==> config.mk <==
export PLATFORM = sky130hd
export DESIGN_NAME = anffl_tex_etc1_encoder_flat
export DESIGN_NICKNAME = d
export VERILOG_FILES = /design/src/rtl/anffl_tex_etc1_encoder_pkg.sv /design/src/rtl/anffl_tex_etc1_encoder_if.sv /design/src/rtl/anffl_tex_etc1_texel_err.sv /design/src/rtl/anffl_tex_etc1_encoder.sv /design/src/flat_wrapper.sv
export SDC_FILE = /design/constraint.sdc
export NUM_CORES = 2
export LEC_CHECK = 0
export ABC_AREA = 0
export CORE_ASPECT_RATIO = 0.75
export CORE_MARGIN = 2
export CORE_UTILIZATION = 35
export CTS_BUF_LIST = sky130_fd_sc_hd__clkbuf_4
export CTS_CLUSTER_SIZE = 40
export DETAILED_ROUTE_END_ITERATION = 6
export PLACE_DENSITY = 0.6
export SETUP_SLACK_MARGIN = 0.1
export SYNTH_ARGS = -nofsm -noshare
export SYNTH_HDL_FRONTEND = slang
export SYNTH_HIERARCHICAL = 1
export SYNTH_SLANG_ARGS = --single-unit
export TNS_END_PERCENT = 5
==> constraint.sdc <==
create_clock -name clk -period 16.2 [get_ports clk]
set_input_delay 1.62 -clock clk [delete_from_list [all_inputs] [get_ports clk]]
set_output_delay 1.62 -clock clk [all_outputs]
set_load 0.01 [all_outputs]
==> src/rtl/anffl_tex_etc1_encoder_pkg.sv <==
// ETC1 encoder shared definitions.
// States, modifier table, block layout, error math.
package anffl_tex_pkg;

  localparam logic [2:0] ST_LOAD   = 3'd0;
  localparam logic [2:0] ST_AVG    = 3'd1;
  localparam logic [2:0] ST_SEARCH = 3'd2;
  localparam logic [2:0] ST_INDEX  = 3'd3;
  localparam logic [2:0] ST_OUT    = 3'd4;

  localparam int ERR_W = 13;

  localparam int OFS_R    = 0;
  localparam int OFS_B    = 8;
  localparam int OFS_G    = 16;
  localparam int OFS_FLIP = 24;
  localparam int OFS_DIFF = 25;
  localparam int OFS_CW1  = 26;
  localparam int OFS_CW0  = 29;
  localparam int OFS_IDX  = 32;

  function automatic logic [7:0] etc1_mod(
    logic [2:0] t, logic mag);
    logic [7:0] m;
    case (t)
      3'd0:    m = mag ? 8'd8   : 8'd2;
      3'd1:    m = mag ? 8'd17  : 8'd5;
      3'd2:    m = mag ? 8'd29  : 8'd9;
      3'd3:    m = mag ? 8'd42  : 8'd13;
      3'd4:    m = mag ? 8'd60  : 8'd18;
      3'd5:    m = mag ? 8'd80  : 8'd24;
      3'd6:    m = mag ? 8'd106 : 8'd33;
      default: m = mag ? 8'd183 : 8'd47;
    endcase
    return m;
  endfunction

  // 4-bit base from an 8-texel channel sum
  function automatic logic [3:0] q4(logic [10:0] sum);
    logic [11:0] v;
    v = 12'(sum[10:3]) * 12'd15 + 12'd128;
    return v[11:8];
  endfunction

  function automatic logic [9:0] chan_err(
    logic [7:0] b, logic [7:0] px,
    logic [2:0] t, logic [1:0] c);
    logic signed [9:0] m, r, d;
    m = $signed({2'b00, etc1_mod(t, c[0])});
    r = c[1] ? $signed({2'b00, b}) - m
             : $signed({2'b00, b}) + m;
    if (r < 10'sd0) r = 10'sd0;
    else if (r > 10'sd255) r = 10'sd255;
    d = r - $signed({2'b00, px});
    return d[9] ? 10'(-d) : 10'(d);
  endfunction

  function automatic logic [9:0] cand_err(
    logic [23:0] b, logic [23:0] px,
    logic [2:0] t, logic [1:0] c);
    return chan_err(b[23:16], px[23:16], t, c)
         + chan_err(b[15:8], px[15:8], t, c)
         + chan_err(b[7:0], px[7:0], t, c);
  endfunction

endpackage

==> src/rtl/anffl_tex_etc1_encoder_if.sv <==
// Texel-in / block-out handshake bundle.
// Master is the source/sink side, slave the encoder.
interface anffl_tex_etc1_encoder_if;
  logic        in_valid;
  logic        in_ready;
  logic [23:0] in_texel;
  logic        out_valid;
  logic        out_ready;
  logic [63:0] out_block;
  logic        busy;

  modport master (
    output in_valid, in_texel, out_ready,
    input  in_ready, out_valid, out_block, busy
  );

  modport slave (
    input  in_valid, in_texel, out_ready,
    output in_ready, out_valid, out_block, busy
  );
endinterface

==> src/rtl/anffl_tex_etc1_texel_err.sv <==
// Best ETC1 code for one texel under one table.
// Ties resolve to the lowest code.
module anffl_tex_etc1_texel_err
  import anffl_tex_pkg::*;
(
  input  logic [23:0] base_i,
  input  logic [23:0] texel_i,
  input  logic [2:0]  tbl_i,
  output logic [1:0]  code_o,
  output logic [9:0]  err_o
);

  logic [9:0] e0, e1, e2, e3;

  assign e0 = cand_err(base_i, texel_i, tbl_i, 2'd0);
  assign e1 = cand_err(base_i, texel_i, tbl_i, 2'd1);
  assign e2 = cand_err(base_i, texel_i, tbl_i, 2'd2);
  assign e3 = cand_err(base_i, texel_i, tbl_i, 2'd3);

  // strict compare keeps the earlier code on ties
  always_comb begin
    code_o = 2'd0;
    err_o  = e0;
    if (e1 < err_o) begin
      code_o = 2'd1;
      err_o  = e1;
    end
    if (e2 < err_o) begin
      code_o = 2'd2;
      err_o  = e2;
    end
    if (e3 < err_o) begin
      code_o = 2'd3;
      err_o  = e3;
    end
  end

endmodule

==> src/rtl/anffl_tex_etc1_encoder.sv <==
// Streaming ETC1 (individual, flip=0) encoder.
// Load 16 texels, search 8 tables, emit block.
module anffl_tex_etc1_encoder
  import anffl_tex_pkg::*;
(
  input  logic clk,
  input  logic rst_n,
  anffl_tex_etc1_encoder_if.slave bus
);

  logic [2:0]       state_q, state_d;
  logic [3:0]       cnt_q;
  logic [23:0]      tex_q [16];
  logic [10:0]      sum_q [2][3];
  logic [23:0]      base_q [2];
  logic [2:0]       t_q, k_q;
  logic [ERR_W-1:0] acc_q [2];
  logic [ERR_W-1:0] acc_d [2];
  logic [ERR_W-1:0] best_q [2];
  logic [2:0]       bt_q [2];
  logic             ov_q;
  logic [63:0]      blk_q;
  logic [1:0]       code [2];
  logic [9:0]       err [2];
  logic [3:0]       pos [2];
  logic             acc_in;

  assign bus.in_ready  = (state_q == ST_LOAD);
  assign bus.busy      = (state_q != ST_LOAD);
  assign bus.out_valid = ov_q;
  assign bus.out_block = blk_q;
  assign acc_in        = bus.in_valid & bus.in_ready;

  for (genvar s = 0; s < 2; s++) begin : g_sb
    localparam logic SB = 1'(s);
    anffl_tex_etc1_texel_err u_err (
      .base_i (base_q[s]),
      .texel_i(tex_q[{k_q[2:1], SB, k_q[0]}]),
      .tbl_i  ((state_q == ST_INDEX) ? bt_q[s] : t_q),
      .code_o (code[s]),
      .err_o  (err[s])
    );
    // index slot p = 4y + (3-x), i.e. {y, ~x}
    assign pos[s]   = {k_q[2:1], ~SB, ~k_q[0]};
    assign acc_d[s] = acc_q[s] + ERR_W'(err[s]);
  end

  // sequencing: load, avg, 64 search, 8 index, out
  always_comb begin
    state_d = state_q;
    unique case (state_q)
      ST_LOAD:
        if (acc_in && cnt_q == 4'd15) state_d = ST_AVG;
      ST_AVG:
        state_d = ST_SEARCH;
      ST_SEARCH:
        if (t_q == 3'd7 && k_q == 3'd7) state_d = ST_INDEX;
      ST_INDEX:
        if (k_q == 3'd7) state_d = ST_OUT;
      ST_OUT:
        if (ov_q && bus.out_ready) state_d = ST_LOAD;
      default:
        state_d = ST_LOAD;
    endcase
  end

  // datapath: sums, base, table search, index pack
  always_ff @(posedge clk or negedge rst_n) begin
    if (!rst_n) begin
      state_q <= ST_LOAD;
      cnt_q   <= '0;
      t_q     <= '0;
      k_q     <= '0;
      ov_q    <= 1'b0;
      blk_q   <= '0;
      for (int i = 0; i < 16; i++) tex_q[i] <= '0;
      for (int s = 0; s < 2; s++) begin
        base_q[s] <= '0;
        acc_q[s]  <= '0;
        best_q[s] <= '1;
        bt_q[s]   <= '0;
        for (int c = 0; c < 3; c++) sum_q[s][c] <= '0;
      end
    end else begin
      state_q <= state_d;
      ov_q    <= (state_q == ST_OUT) && !(ov_q && bus.out_ready);
      case (state_q)
        ST_LOAD: if (acc_in) begin
          tex_q[cnt_q] <= bus.in_texel;
          cnt_q <= cnt_q + 4'd1;
          for (int c = 0; c < 3; c++)
            sum_q[cnt_q[1]][c] <= sum_q[cnt_q[1]][c]
                                + 11'(bus.in_texel[8*c +: 8]);
        end
        ST_AVG: begin
          for (int s = 0; s < 2; s++) begin
            for (int c = 0; c < 3; c++) begin
              base_q[s][8*c +: 8] <= {2{q4(sum_q[s][c])}};
              sum_q[s][c] <= '0;
            end
            acc_q[s]  <= '0;
            best_q[s] <= '1;
            bt_q[s]   <= '0;
          end
          t_q <= '0;
          k_q <= '0;
          blk_q[OFS_R +: 8] <= {q4(sum_q[0][2]), q4(sum_q[1][2])};
          blk_q[OFS_G +: 8] <= {q4(sum_q[0][1]), q4(sum_q[1][1])};
          blk_q[OFS_B +: 8] <= {q4(sum_q[0][0]), q4(sum_q[1][0])};
          blk_q[OFS_DIFF]   <= 1'b0;
          blk_q[OFS_FLIP]   <= 1'b0;
        end
        ST_SEARCH: begin
          for (int s = 0; s < 2; s++) begin
            if (k_q == 3'd7) begin
              acc_q[s] <= '0;
              if (acc_d[s] < best_q[s]) begin
                best_q[s] <= acc_d[s];
                bt_q[s]   <= t_q;
              end
            end else begin
              acc_q[s] <= acc_d[s];
            end
          end
          k_q <= k_q + 3'd1;
          if (k_q == 3'd7) t_q <= t_q + 3'd1;
        end
        ST_INDEX: begin
          for (int s = 0; s < 2; s++)
            blk_q[OFS_IDX + int'({pos[s], 1'b0}) +: 2] <= code[s];
          blk_q[OFS_CW0 +: 3] <= bt_q[0];
          blk_q[OFS_CW1 +: 3] <= bt_q[1];
          k_q <= k_q + 3'd1;
        end
        default: ;
      endcase
    end
  end

endmodule

==> src/flat_wrapper.sv <==
// flat-port wrapper written by rule: the top's interface ports become plain ports
module anffl_tex_etc1_encoder_flat import anffl_tex_pkg::*;
  (clk, rst_n, bus_in_valid, bus_in_texel, bus_out_ready, bus_in_ready, bus_out_valid, bus_out_block, bus_busy);
  anffl_tex_etc1_encoder_if bus_i ();
  input  logic clk;
  input  logic rst_n;
  input wire logic [$bits(bus_i.in_valid)-1:0] bus_in_valid;
  input wire logic [$bits(bus_i.in_texel)-1:0] bus_in_texel;
  input wire logic [$bits(bus_i.out_ready)-1:0] bus_out_ready;
  output wire logic [$bits(bus_i.in_ready)-1:0] bus_in_ready;
  output wire logic [$bits(bus_i.out_valid)-1:0] bus_out_valid;
  output wire logic [$bits(bus_i.out_block)-1:0] bus_out_block;
  output wire logic [$bits(bus_i.busy)-1:0] bus_busy;
  assign bus_i.in_valid = bus_in_valid;
  assign bus_i.in_texel = bus_in_texel;
  assign bus_i.out_ready = bus_out_ready;
  assign bus_in_ready = bus_i.in_ready;
  assign bus_out_valid = bus_i.out_valid;
  assign bus_out_block = bus_i.out_block;
  assign bus_busy = bus_i.busy;
  anffl_tex_etc1_encoder u_core (.clk(clk), .rst_n(rst_n), .bus(bus_i));
endmodule
# Yosys cells after proc, flatten, opt, wreduce, memory -nomap -nowiden
# Index checks and enable logic that the tools add are counted.
[op_classes] n_lt_le_gt_ge=62 reduce_logical=22 muxes=137 n_mul=6 n_shift=4 add_sub_neg=106 n_eq_ne=27 n_div=0 bitwise_logic=6
[op_table] op="10-bit two-way mux" n=54
[op_table] op="384-bit bitwise mux" n=1
[op_table] op="10-bit negation" n=24
[op_table] op="10-bit by 9-bit subtractor with 10-bit output" n=24
[op_table] op="9-bit two-way mux" n=24
[op_table] op="66-bit bitwise mux" n=3
[op_table] op="24-bit binary-select mux with 4-bit select" n=2
[op_table] op="10-bit adder" n=16
[op_table] op="26-bit case mux with 2 select lines" n=3
[op_table] op="33-bit two-way mux" n=4
[op_table] op="66-bit case mux with 2 select lines" n=1
[op_table] op="10-bit by 9-bit > comparator with 1-bit output, second input constant" n=13
[op_table] op="10-bit by 1-bit less-than comparator with 1-bit output, second input constant" n=13
[op_table] op="64-bit bitwise mux" n=2
[op_table] op="2-bit by 33-bit variable shift with 64-bit output, first input constant" n=2
[op_table] op="2-bit by 33-bit variable part select with 64-bit output" n=2
[op_table] op="24-bit two-way mux" n=5
[op_table] op="8-bit case mux with 7 select lines" n=2
[op_table] op="8-bit by 8-bit adder with 9-bit output" n=12
[op_table] op="33-bit demux with 1-bit select" n=3
[op_table] op="9-bit > comparator, second input constant" n=11
[op_table] op="9-bit by 1-bit less-than comparator with 1-bit output, second input constant" n=11
[op_table] op="24-bit demux with 4-bit select" n=1
[op_table] op="6-bit case mux with 7 select lines" n=2
[op_table] op="other kinds (45)" n=135
[totals] in_bits=28 ram_bits=0 mem_bits_ro=0 regBits=634 memories=0 latch_bits=0

# Longest topological paths before layout
[depth] depth_word=24 ltp_mapped=91 ltp_nobuf=85

# Cells and area by module
# The synthesis kept the hierarchy.
[modules_own_cells] module="anffl_tex_etc1_encoder" area_per_inst_um2=33678.6 n_inst=1 cells_each=2782 seq_area_each_um2=15297.2
[modules_own_cells] module="anffl_tex_etc1_texel_err (u_core.g_sb[1].u_err)" area_per_inst_um2=12470.7 n_inst=1 cells_each=1692 seq_area_each_um2=0.0
[modules_own_cells] module="anffl_tex_etc1_texel_err (u_core.g_sb[0].u_err)" area_per_inst_um2=12283.0 n_inst=1 cells_each=1637 seq_area_each_um2=0.0

# Worst setup path before layout
# OpenSTA, ideal clock, no wires.
[synth_path] path_type="flip-flop to flip-flop" from="reg u_core.state_q[1]" to="reg u_core/bt_q[0] in the netlist's numbering" synth_period_minus_slack_ps=16397 stages_incl_launch_ff=83 path_slack_ps=-197 arrival_time_ps=16271 required_ps=16075 path_buffers=5 cell_sequence="dfrtp_1 -> buf_6 -> inv_1 -> nor2_1 -> nand2_1 -> nand2_1 -> nand2_1 -> clkbuf_1 -> and2_1 -> nand2_1 -> o21ai_0 -> ha_1 -> fa_1 -> a21oi_1 -> o21bai_1 -> a21oi_1 -> o21bai_1 -> a21oi_1 -> [47 not listed] -> buf_6 -> mux2i_1 -> ha_1 -> inv_1 -> fa_1 -> nor2b_1 -> o31a_1 -> a221oi_2 -> a211oi_1 -> xor2_1 -> ha_1 -> nand4_1 -> or4_1 -> a21oi_1 -> o31a_1 -> buf_4 -> nor2_4 -> mux2_4"
[synth_lines] element="start, declared" line="anffl_tex_etc1_encoder.sv:11" rtl="logic [2:0] state_q, state_d;"
[synth_lines] element="start signal, assigned" line="anffl_tex_etc1_encoder.sv:85" rtl="state_q <= state_d;"
[synth_lines] element="end signal, assigned by index" line="anffl_tex_etc1_encoder.sv:119" rtl="bt_q[s] <= t_q;"
[synth_lines] element="end, declared" line="anffl_tex_etc1_encoder.sv:20" rtl="logic [2:0] bt_q [2];"

==> metrics.csv <==
stage;metric;value;unit
floorplanning;dieArea;0.170;mm^2
timing;setup_viol;0;
floorplanning;num_rows;129;
placement;place_ws;-0.539;ns
timing;min_period;15.62;ns
global_routing;grt_antenna_before_repair;16;
route;drt_pass1_iterations;6;
placement;place_congestion;0.996;
final_layout;area_growth;14.0;%
logic_synthesis;synth_top_area_share;25.0;%
final_layout;register_area;0.0153;mm^2
timing;slew_violations;0;
logic_synthesis;yosysUniqueCellTypes;101;
global_routing;met2_usage;29.1;%
worst_setup_path;startpoint_type;flop;
final_layout;final_nets;7413;
route;viasPerCell;5.31;
worst_setup_path;worst-r2r-setup-slack;0.58;ns
logic_synthesis;ys_ff_latch;610;
floorplanning;fp.dieW;476;um
global_routing;met3_usage;4.13;%
logic_synthesis;synthCells;6111;
clocking;cts_tree;yes;
global_routing;grt_pass1_vias;44600;
logic_synthesis;synth.cell_area;0.0584;mm^2
clocking;clk_latency;1.14;ns
clocking;clk_pin_slew;0.07;ns
logic_synthesis;synth.most_common_cell;ha_1;
worst_setup_path;worst_r2r_endpoint;u_core/bt_q[3];
global_routing;grt_max_degree;153;
hold_path;hold_depth;2;
route;wl_per_cell;20.8;um
timing;relSlewSlack;15.5;%
worst_setup_path;crit_arrival;16.61;ns
clocking;cts.htree.levels;4;
hold_path;min_path_type;flop to flop;
global_routing;grt_pass1_wl;273000;um
floorplanning;core-area;0.165;mm^2
clocking;cts_sinks;610;
timing;hold_viol;0;
logic_synthesis;synth_edf_count;0;
worst_setup_path;cpPeakStageDelay;0.46;ns
clocking;ctsHoldBuffers;0;
global_routing;busiest_layer;met1;
logic_synthesis;synth_largest_area_cell;dfrtp_1;
route;route.detailed.drc;0;
final_layout;final_core_util;40.3;%
timing;worst_slack;0.580;ns
logic_synthesis;synth_common_cells;ha_1, dfrtp_1, nand2_1, inv_1, mux2_2;
logic_synthesis;ys_async_sr_fraction;100;%
placement;placed_area;0.0628;mm^2
clocking;cts_buffers;147;
logic_synthesis;ys.flop_type;dfrtp_1;
logic_synthesis;yosysSeqAreaShare;26.2;%
placement;io_buffers;94;
floorplanning;start_util;35.3;%
placement;hpwl;143000;um
worst_setup_path;endpoint_kind;flop;
worst_setup_path;r2r_cells;79;
hold_path;min_to;u_core/best_q[10];
logic_synthesis;synth_nets;7088;
final_layout;drive_gt1_share;21.4;%
flow_run;max-cap-violations;0;
worst_setup_path;worst_ep_required_time;17.19;ns
global_routing;track_usage;21.1;%
logic_synthesis;ys_top_cells_by_area;dfrtp_1, ha_1, mux2_2;
clocking;clock_path_buffers;3;
floorplanning;pin_count;95;
global_routing;grt-ovfl-total;0;
logic_synthesis;synth.avg_cell_area;9.56;um^2
worst_setup_path;cp_slowest_cell;dfrtp_2;
worst_setup_path;cp_max_fo;7;
worst_setup_path;crit_type;flop to flop;
logic_synthesis;synth_warnings;6;
timing;worst_slew_pin_slew;1.26;ns
timing;rsz0062_at_grt;true;
clocking;clockRootBuffer;clkbuf_4;
final_layout;fillCellCount;16300;
hold_path;hold_start;u_core/best_q[10];
final_layout;multi_input_area;0.0416;mm^2
timing;fmax;64.0;MHz
route;final_antenna_net_count;0;
route;routed_wl;183000;um
floorplanning;die_h;358;um
route;routed-via-count;46600;
global_routing;global_route.usage.met1;32.8;%
route;drt_iter0_markers;3932;
timing;fin_skew;0.0764;ns
timing;period_share;96.4;%
worst_setup_path;timing.rr.start;u_core/state_q[2];
outcome;outcome;completed;
final_layout;design_area;0.0666;mm^2
worst_setup_path;timing.critical_path.mode_cell;a21o_1;
[area by class of cell]
type | instances | area share, %
tap | 2227 | 4.18
clock buffer | 204 | 2.30
sequential | 610 | 23.0
timing repair buffer | 375 | 4.72
clock inverter | 45 | 0.511
antenna | 11 | 0.0413
inverter | 510 | 2.87
multi-input combinational | 4792 | 62.4
[critical path, delay by kind of cell, from the launching register on]
family | cells | cell delay (ns)
adder cells (fa/ha/maj) | 12 | 3.68
flip-flops | 1 | 0.46
AO/OA/AOI/OAI | 36 | 6.75
multiplexers | 2 | 0.54
buffers and inverters | 7 | 1.14
AND/OR/NAND/NOR | 19 | 2.43
XOR/XNOR | 3 | 0.46
[per-stage QoR]
stage                     hold WS [ns]  cells  TNS (ns)
final                            0.478   8774         0
after global routing             0.498   8772    -0.914
after CTS                        0.483   8685         0
after detailed placement         0.470   8428    -15.19
after global placement           0.465   8428     -1.89
after floorplan                  0.452   6111         0
[flip-flops by register name, summed over array words and instances (netlist names)]
signal                cells
u_core/acc_q             26
u_core/cnt_q              4
u_core/bus.out_valid      1
u_core/t_q                3
u_core/base_q            24
u_core/best_q            26
u_core/bus.out_block     64
u_core/tex_q            384
u_core/sum_q             66
u_core/state_q            3
u_core/bt_q               6
u_core/k_q                3
[what timing repair did]
action                                 CTS  global route
gates resized for setup                 40           291
setup buffers                            8            78
pin swaps                                9           147
cloned                                   0             0
endpoints found under the hold margin    0             0
setup endpoints to repair               32            33
[cells by family after synthesis]
family | synth area share (%)
compound gates | 12.7
simple gates | 13.0
flops | 26.2
fa+ha+maj | 23.0
mux | 13.6
buf+inv | 4.79
xor+xnor | 6.79
[per-layer routing]
metal  up-vias  wire [um]
li1      21900          -
met1     23100      91700
met5         -         29
met4         4       4170
met3       193      13700
met2      1370      73300
[cell usage in the layout, fill, tap and decap left out, drive strengths merged, types with 34 or more instances in the layout]
cell / Yosys / final
nor3b: 47 / 47
mux2i: 58 / 58
or2: 34 / 34
mux2: 459 / 459
inv: 510 / 517
nand2: 535 / 535
and2: 49 / 49
nor2: 401 / 401
dfrtp: 584 / 584
o21ai: 340 / 340
a21o: 145 / 145
ha: 744 / 744
o21bai: 100 / 100
clkbuf: 102 / 204
nor3: 123 / 123
fa: 205 / 205
buf: 97 / 282
clkinv: 0 / 34
mux4: 96 / 96
xor2: 176 / 176
clkdlybuf4s50: 0 / 93
nor2b: 65 / 65
o21a: 45 / 45
nand3: 113 / 113
and3: 59 / 59
xnor2: 277 / 277
a21oi: 329 / 329
nand2b: 61 / 61
[how the worst max path moves through the flow]
stage	from	endpoint	slack, ns	depth (start not counted)
4_1_cts	u_core/state_q[1]	u_core/bt_q[2]	0.06	79
3_3_place_gp	u_core/state_q[1]	u_core/best_q[15]	-0.15	81
6_report	u_core/state_q[2]	u_core/bt_q[3]	0.58	79
2_1_floorplan	u_core/state_q[1]	u_core/bt_q[3]	0.11	84
5_1_grt	u_core/state_q[2]	u_core/bt_q[3]	-0.1	81
3_5_place_dp	u_core/state_q[2]	u_core/best_q[17]	-0.54	79
Power is left out: the tool's default activity adds up to more than one toggle a clock period on the data nets, which glitch-free logic cannot reach.
